--- src/rtl/meas_pkg.sv ---
// Shared definitions for the measurement arbiter: FSM encoding, result width
// and a helper that sizes the internal cycle counters.
package meas_pkg;

  localparam int RESULT_W = 22;

  typedef enum logic [2:0] {
    ST_IDLE    = 3'd0,
    ST_SETTLE  = 3'd1,
    ST_START   = 3'd2,
    ST_WAIT    = 3'd3,
    ST_CAPTURE = 3'd4,
    ST_ACK     = 3'd5
  } state_t;

  // Bits needed to hold any value in 0..max_val (at least one bit).
  function automatic int cnt_width(input int max_val);
    return (max_val < 2) ? 1 : $clog2(max_val + 1);
  endfunction

endpackage

--- src/rtl/meas_arbiter_rr.sv ---
// Combinational round-robin picker: the first requesting channel found when
// scanning upward from ptr, wrapping at N_CH.
module rr_arbiter #(
  parameter  int N_CH  = 4,
  localparam int IDX_W = $clog2(N_CH)
) (
  input  logic [N_CH-1:0]  req,
  input  logic [IDX_W-1:0] ptr,
  output logic [N_CH-1:0]  gnt,
  output logic [IDX_W-1:0] gnt_idx
);

  int               ch;
  logic [IDX_W-1:0] pos;
  logic             found;

  // Scan all channels starting at ptr and keep the first hit.
  always_comb begin
    gnt     = '0;
    gnt_idx = '0;
    found   = 1'b0;
    ch      = 0;
    pos     = '0;
    for (int i = 0; i < N_CH; i++) begin
      ch = int'(ptr) + i;
      if (ch >= N_CH) ch = ch - N_CH;
      pos = IDX_W'(ch);
      if (!found && req[pos]) begin
        found    = 1'b1;
        gnt[pos] = 1'b1;
        gnt_idx  = pos;
      end
    end
  end

endmodule

--- src/rtl/meas_arbiter.sv ---
// Arbitrates N_CH channels onto one shared AD mux and energy-measurement unit.
//
// state   | meaning
// IDLE    | waiting for any req, round-robin grant
// SETTLE  | mux switched, waiting SETTLE_CYC cycles for the input to settle
// START   | meas_start pulse to the measurement unit
// WAIT    | waiting for meas_done, bounded by TIMEOUT_CYC
// CAPTURE | meas_data valid, load result
// ACK     | ack pulse to the served channel, advance round-robin pointer
module meas_arbiter
  import meas_pkg::*;
#(
  parameter  int N_CH        = 4,
  parameter  int SETTLE_CYC  = 16,
  parameter  int TIMEOUT_CYC = 1048575,
  localparam int IDX_W       = $clog2(N_CH)
) (
  input  logic                clk_sys,
  input  logic                rst_n,
  input  logic [N_CH-1:0]     req,
  output logic [N_CH-1:0]     ack,
  output logic [RESULT_W-1:0] result,
  output logic [IDX_W-1:0]    result_ch,
  output logic                result_err,
  output logic                busy,
  output logic [IDX_W-1:0]    ad_sel,
  output logic                meas_start,
  input  logic                meas_done,
  input  logic [RESULT_W-1:0] meas_data
);

  localparam int ST_W = cnt_width(SETTLE_CYC);
  localparam int TO_W = cnt_width(TIMEOUT_CYC);
  localparam logic [ST_W-1:0]  SETTLE_LAST  = ST_W'((SETTLE_CYC > 0) ? SETTLE_CYC - 1 : 0);
  localparam logic [TO_W-1:0]  TIMEOUT_LAST = TO_W'((TIMEOUT_CYC > 0) ? TIMEOUT_CYC - 1 : 0);
  localparam logic [IDX_W-1:0] LAST_CH      = IDX_W'(N_CH - 1);

  state_t           state;
  logic [ST_W-1:0]  settle_cnt;
  logic [TO_W-1:0]  to_cnt;
  logic [IDX_W-1:0] rr_ptr;
  logic [N_CH-1:0]  gnt_oh;
  logic [N_CH-1:0]  arb_gnt;
  logic [IDX_W-1:0] arb_idx;

  rr_arbiter #(.N_CH(N_CH)) u_rr (
    .req     (req),
    .ptr     (rr_ptr),
    .gnt     (arb_gnt),
    .gnt_idx (arb_idx)
  );

  // ad_sel doubles as the granted index: it is only ever loaded at grant.
  assign busy = (state != ST_IDLE);

  // Sequencing FSM; all outputs except busy are registered here.
  always_ff @(posedge clk_sys) begin
    if (!rst_n) begin
      state      <= ST_IDLE;
      settle_cnt <= '0;
      to_cnt     <= '0;
      rr_ptr     <= '0;
      gnt_oh     <= '0;
      ad_sel     <= '0;
      ack        <= '0;
      meas_start <= 1'b0;
      result     <= '0;
      result_ch  <= '0;
      result_err <= 1'b0;
    end else begin
      meas_start <= 1'b0;
      ack        <= '0;
      case (state)
        ST_IDLE: begin
          if (|arb_gnt) begin
            ad_sel     <= arb_idx;
            gnt_oh     <= arb_gnt;
            settle_cnt <= '0;
            if (SETTLE_CYC == 0) begin
              meas_start <= 1'b1;
              state      <= ST_START;
            end else begin
              state <= ST_SETTLE;
            end
          end
        end
        ST_SETTLE: begin
          if (settle_cnt == SETTLE_LAST) begin
            meas_start <= 1'b1;
            state      <= ST_START;
          end else begin
            settle_cnt <= settle_cnt + ST_W'(1);
          end
        end
        ST_START: begin
          to_cnt <= '0;
          state  <= ST_WAIT;
        end
        ST_WAIT: begin
          // A done arriving in the terminal cycle still wins over the timeout.
          if (meas_done) begin
            state <= ST_CAPTURE;
          end else if (to_cnt == TIMEOUT_LAST) begin
            result     <= '0;
            result_err <= 1'b1;
            result_ch  <= ad_sel;
            ack        <= gnt_oh;
            state      <= ST_ACK;
          end else begin
            to_cnt <= to_cnt + TO_W'(1);
          end
        end
        ST_CAPTURE: begin
          result     <= meas_data;
          result_err <= 1'b0;
          result_ch  <= ad_sel;
          ack        <= gnt_oh;
          state      <= ST_ACK;
        end
        ST_ACK: begin
          rr_ptr <= (ad_sel == LAST_CH) ? '0 : ad_sel + IDX_W'(1);
          state  <= ST_IDLE;
        end
        default: state <= ST_IDLE;
      endcase
    end
  end

endmodule
--- config.mk ---
export PLATFORM = sky130hd
export DESIGN_NAME = meas_arbiter
export DESIGN_NICKNAME = d
export VERILOG_FILES = /design/src/rtl/meas_pkg.sv /design/src/rtl/meas_arbiter_rr.sv /design/src/rtl/meas_arbiter.sv
export SDC_FILE = /design/constraint.sdc
export NUM_CORES = 1
export LEC_CHECK = 0
export ABC_AREA = 1
export CAP_MARGIN = 20
export CORE_MARGIN = 5
export CORE_UTILIZATION = 25
export CTS_BUF_LIST = sky130_fd_sc_hd__clkbuf_16
export DETAILED_ROUTE_END_ITERATION = 10
export SLEW_MARGIN = 40
export SYNTH_ARGS = -nofsm -noshare
export SYNTH_HDL_FRONTEND = slang
export SYNTH_SLANG_ARGS = --single-unit
--- constraint.sdc ---
create_clock -name clk_sys -period 4.9 [get_ports clk_sys]
set_input_delay 1.225 -clock clk_sys [delete_from_list [all_inputs] [get_ports clk_sys]]
set_output_delay 1.225 -clock clk_sys [all_outputs]
set_load 0.1 [all_outputs]
======== Yosys cells after proc, flatten, opt, wreduce, memory -nomap -nowiden ========
Index checks and enable logic that the tools add are counted.
word-level totals
  bits in registers ....................... 66
  input port bits ......................... 29
  output and inout port bits .............. 33
  logic and storage cells ................. 129
operators by class
  $add $sub $neg .......................... 10
  order comparisons ....................... 12
  equal/unequal tests ..................... 15
  multiplexer cells ....................... 56
  bitwise logic cells ..................... 3
  reductions and logical operators ........ 22
operator list
  cell                   number
  $mux 22                2
  $pmux 22 s2            1
  $mux 20                2
  $pmux 20 s2            1
  $mux 4                 6
  $mux 2                 11
  $add 20x1->20 const B  1
  $eq 20x20->1 const B   1
  $pmux 3 s5             1
  $mux 1                 14
  $lt 2x3->1 const B     4
  $mux 3                 4
  $ne 2x2->1 const B     6
  $or 4x4->4             3
  $reduce_and 3->1       4
  $mux 5                 2
  $pmux 5 s2             1
  $ge 3x3->1 const B     3
  $bmux 1 s2             4
  $demux 1 s2            4
  $ge 2x1->1 const B     4
  $pmux 4 s2             1
  $sub 2x1->2 const B    4
  $logic_and 1x1->1      7
  other kinds (19)       27

======== Logic depth before layout (Yosys ltp) ========
  depth after elaboration ................. 17
  mapped depth ............................ 16
  gate-level depth less buffers ........... 15

======== Hierarchy ========
A second synthesis with hierarchy kept.
unflattened totals
  cells, all modules ...................... 558
  area total of the unflattened synthesis .. 3691.0 µm²
modules (own cells, without submodules)
  module        times used  cells each  area an instance (µm²)  seq. area each (µm²)
  meas_arbiter  1           476         3214.3                  1321.3
  rr_arbiter    1           82          476.7                   0.0

======== Worst setup path before layout ========
Ideal clock, no wire load.
  path type ............................... flip-flop to output port
  start point ............................. register state[2]
  end point ............................... output busy
  arrival ................................. 1.367 ns
  required time ........................... 3.675 ns
  setup slack ............................. 2.308 ns
  cell stages (with the launch flop) ...... 5
  buffers on the path ..................... 0
  cells stage by stage .................... dfxtp_1 -> nor2_1 -> inv_1 -> nor2_2 -> inv_1
on the way
  word-level cells in the longest chain between the ends .. 1
ends and longest elaborated chain
  item                      line                source
  start: declaration        meas_arbiter.sv:38  state_t state;
  start signal: assignment  meas_arbiter.sv:59  state <= ST_IDLE;
  start signal: assignment  meas_arbiter.sv:81  state <= ST_START;
  start signal: assignment  meas_arbiter.sv:83  state <= ST_SETTLE;
  $reduce_bool 3->1         meas_arbiter.sv:54  assign busy = (state != ST_IDLE);
  end: declaration          meas_arbiter.sv:25  output logic busy,
Every way passes these cells.

======== Worst setup path after layout ========
  start point ............................. input req[3]
  end point ............................... register settle_cnt[0]
on the way
  word-level cells in the longest chain between the ends .. 15
  elaborated cells on any way between the ends .. 27
  classes of those cells .................. 1 x eq/ne; 15 x mux; 3 x bitwise; 8 x reduce/logical
ends and longest elaborated chain
  item                          line                   source
  start: declaration            meas_arbiter.sv:20     input logic [N_CH-1:0] req,
  $bmux 1 s2                    meas_arbiter_rr.sv:28  if (!found && req[pos]) begin
  $mux 1 (implied by the code)  meas_arbiter_rr.sv:28
  $mux 1                        meas_arbiter_rr.sv:28
  $logic_not 1->1               meas_arbiter_rr.sv:28
  $logic_and 1x1->1             meas_arbiter_rr.sv:28
  $mux 1                        meas_arbiter_rr.sv:28
  $logic_not 1->1               meas_arbiter_rr.sv:28
  $logic_and 1x1->1             meas_arbiter_rr.sv:28
  $mux 1                        meas_arbiter_rr.sv:28
  $logic_not 1->1               meas_arbiter_rr.sv:28
  $logic_and 1x1->1             meas_arbiter_rr.sv:28
  $mux 4 *                      meas_arbiter_rr.sv:28
  $reduce_or 4->1 *             meas_arbiter.sv:75     if (|arb_gnt) begin
  $ne 2x2->1 (no line) *        n/a
  $reduce_and 3->1 (no line) *  n/a
  end signal: assignment        meas_arbiter.sv:92     settle_cnt <= settle_cnt + ST_W'(1);
  end: declaration              meas_arbiter.sv:39     logic [ST_W-1:0] settle_cnt;
Every way passes the cells marked *; elsewhere a longest branch is shown, timed or not. The select of a mux whose other input is x is not followed.
A chain may end at the register's enable or synchronous reset.

==> metrics.md <==
| Metric | Value |
|---|---|
| Status | complete, no violations |
| Synth warn | 0 |
| Critical path class | input port to flip-flop |
| Clock latency at the later pin of the worst-skew pair | 330 ps |
| HP Class | flip-flop to flip-flop |
| Most frequent cell after synthesis | nand2_1 |
| Inserted Diodes | 0 |
| Area Overhead vs Synth | 26.87% |
| Yosys cell types | 40 |
| Max-cap viol count | 0 |
| CTS root buf | clkbuf_16 |
| Rel. slew slack | roughly 56% |
| Mapped Area | 0.003478 mm2 |
| Layout cells sized above 1 | between 10% and 20% |
| Total CTS buffers | 9 |
| Area contributors post-synth | dfxtp_1 38%, nand2_1 14%, a21oi_1 7.3%, nor2_1 5.8%, nand3_1 5.6% |
| P per Cell Area | around 390 mW/mm2 |
| Synth Instances | about 500 |
| Largest net degree at the start of global routing | 44 |
| WHS | ~440 ps |
| Die W | approximately 130 um |
| Rows | 43 |
| Post-synth top area share | a little under two fifths |
| Top fanout value on the critical path | 11 |
| IO Pins | 62 |
| WP buf/inv | 2 |
| First-pass GRT wire length | between 10000 and 15000 um |
| Critical-path top delay cell | clkdlybuf4s50_1 |
| Post-synth top cells | 130 x nand2_1, 66 x dfxtp_1, 54 x nor2_1, 51 x a21oi_1, 46 x inv_1 |
| Via density | 4.504 |
| Initial core utilization | between 20 and 30% |
| Fin crit share | between 60% and 70% |
| Mean post-synth cell area | 7.070 um2 |
| Antenna violations before repair | 0 |
| Post-layout util | between 30 and 40% |
| Congestion Overflow GR | 0 |
| Multi-input logic area | around 0.0019 mm2 |
| # nets final | 593 |
| Cts repair resizes | 0 |
| Die H | 128.0 um |
| DRT iter0 DRCs | ~250 |
| Peak Freq | about 0.34 GHz |
| Drt pass-1 iters | 5 |
| CP delay by family, top | simple AND/OR/NAND/NOR gates |
| Syn_nets | around 530 |
| Clock tree buffer depth | 2 |
| Routability cong. | approximately 0.86 |
| Req. time, crit path | 5170 ps |
| Port bufs | just over 60 |
| Setup TNS | 0 ps |
| Final cell count without fillers | ~740 |
| WP data arrival | approximately 3200 ps |
| Avg WL per Cell | 11.78 um |
| TritonCTS clock tree | yes |
| Crit path time final | 2961 ps |
| Endpoints failing setup | 0 |
| Final antenna-violating net count | 0 |
| GRT Overall Usage | between 10% and 20% |
| DR DRC count | 0 |
| H-tree Lvls | 3 |
| Crit-path cells | clkdlybuf4s50_1 > inv_1 > nand2_1 > nand3_4 > nand2_4 > nor2_2 > nand3_1 > nand3_2 > nor2_4 > nand3_4 > nand2_4 > nand2_1 > nand2_1 > nor2_1 |
| Post-CTS setup buffer count | 0 |
| Crit end category | flip-flop |
| Worst path max stage delay | ~430 ps |
| Worst Max-Slew Pin Slew | about 650 ps |
| FFs w/ async S/R, synth | 0% |
| Final hold vios | 0 |
| RSZ-0062 raised after global routing | no |
| Final slew viol count | 0 |
| Vias in the first global route | ~3300 |
| Clk pin slew, worst setup/hold paths | roughly 50 ps |
| Hold_buf cts | 0 |
| Clock sink total | between 60 and 70 |
| Startpoint Class | input port |
| Ys flop type | dfxtp_1 |
| Yosys reg bits | 66 |
| Number of enable flip-flop cells after synthesis | 0 |
| Worst ir drop on vdd | around 0.00020 V |
| Final Skew | ~9.5 ps |
| Fillers | roughly 1500 |
| Dpl cells | roughly 720 |
| Post-DP HPWL | 6493 um |
| Most Frequent Cell on Critical Path | nand2_1 |
| Core ar. | between 0.01 and 0.015 mm2 |
| Leakage power | 1.738 nW |
| Sequential area share after synthesis | approximately 38% |
| Reg area | approximately 0.0013 mm2 |
| Vias | 3324 |
| Yosys top cell by area | dfxtp_1 |
| Die area | 0.01637 mm2 |
| Final WL | 8692 um |
[cell families after synthesis]
| logic type | share of synthesized area, % |
|---|---|
| adder cells (fa/ha/maj) | 3.957 |
| XOR/XNOR | 2.266 |
| flip-flops | 37.99 |
| AND/OR/NAND/NOR | 35.25 |
| buffers and inverters | 7.806 |
| AO/OA/AOI/OAI | 12.73 |
[layout make-up]
class,count,share of cell area (%)
clock buffer,9,5.103
clock inverter,7,2.098
inverter,52,4.593
multi-input combinational,361,42.73
sequential,66,29.94
tap,180,5.103
timing repair buffer,63,10.43
[cell usage in the layout (no fill, tap or decap), types with 7 or more instances in the layout]
master | netlist | routed
clkbuf_16 | 0 | 9
o21ai_0 | 12 | 12
nor3_1 | 7 | 7
nand2_1 | 130 | 130
nor2_1 | 54 | 54
a21oi_1 | 51 | 51
ha_1 | 11 | 11
inv_1 | 46 | 46
clkdlybuf4s50_1 | 0 | 28
nand3_1 | 39 | 39
buf_2 | 4 | 33
dfxtp_1 | 66 | 66
[metal layers]
layer	vias up	global-route usage [%]	wire length, um	share of wire, %
li1	1713	-	-	-
met1	1509	13.18	3906	45
met2	89	17.53	3934	45
met3	13	4.625	584	6.7
met4	0	4.869	267	3.1
met5	-	0	0	0
[worst paths after layout]
kind	slack [ps]	cells past startpoint	startpoint	endpoint
max	1940	14	req[3]	settle_cnt[0]
min	440	2	gnt_oh[3]	ack[3]
max reg2reg	2270	14	rr_ptr[0]	settle_cnt[0]
min reg2reg	440	2	gnt_oh[3]	ack[3]
[sequential cells by signal, summed over array words and instances (netlist names)]
register,cells
ack,4
ad_sel,2
gnt_oh,4
meas_start,1
result,22
result_ch,2
result_err,1
rr_ptr,2
settle_cnt,5
state,3
to_cnt,20
[tightest hold or removal path, stage by stage (launching register included)]
cell and delay (ps):
dfxtp_1 310, nand2_1 50, nor2_1 30
[stage by stage]
step / setup WS (ps) / total power, mW / cell area (um2)
after floorplan: 2308 / 0.9509 / 3478
after detailed placement: 1613 / 1.048 / 4095
after CTS: 1918 / 1.745 / 4413
after global placement: 1641 / 1.050 / 4260
final: 1939 / 1.723 / 4413
after global routing: 1703 / 1.814 / 4413
[power by group]
| part | internal [mW] | switching (mW) | leakage, nW |
|---|---|---|---|
| sequential | 0.568 | 0.0275 | 0.533 |
| combinational | 0.118 | 0.320 | 1.05 |
| clock | 0.444 | 0.245 | 0.149 |
Power figures use the tool's default switching activity.
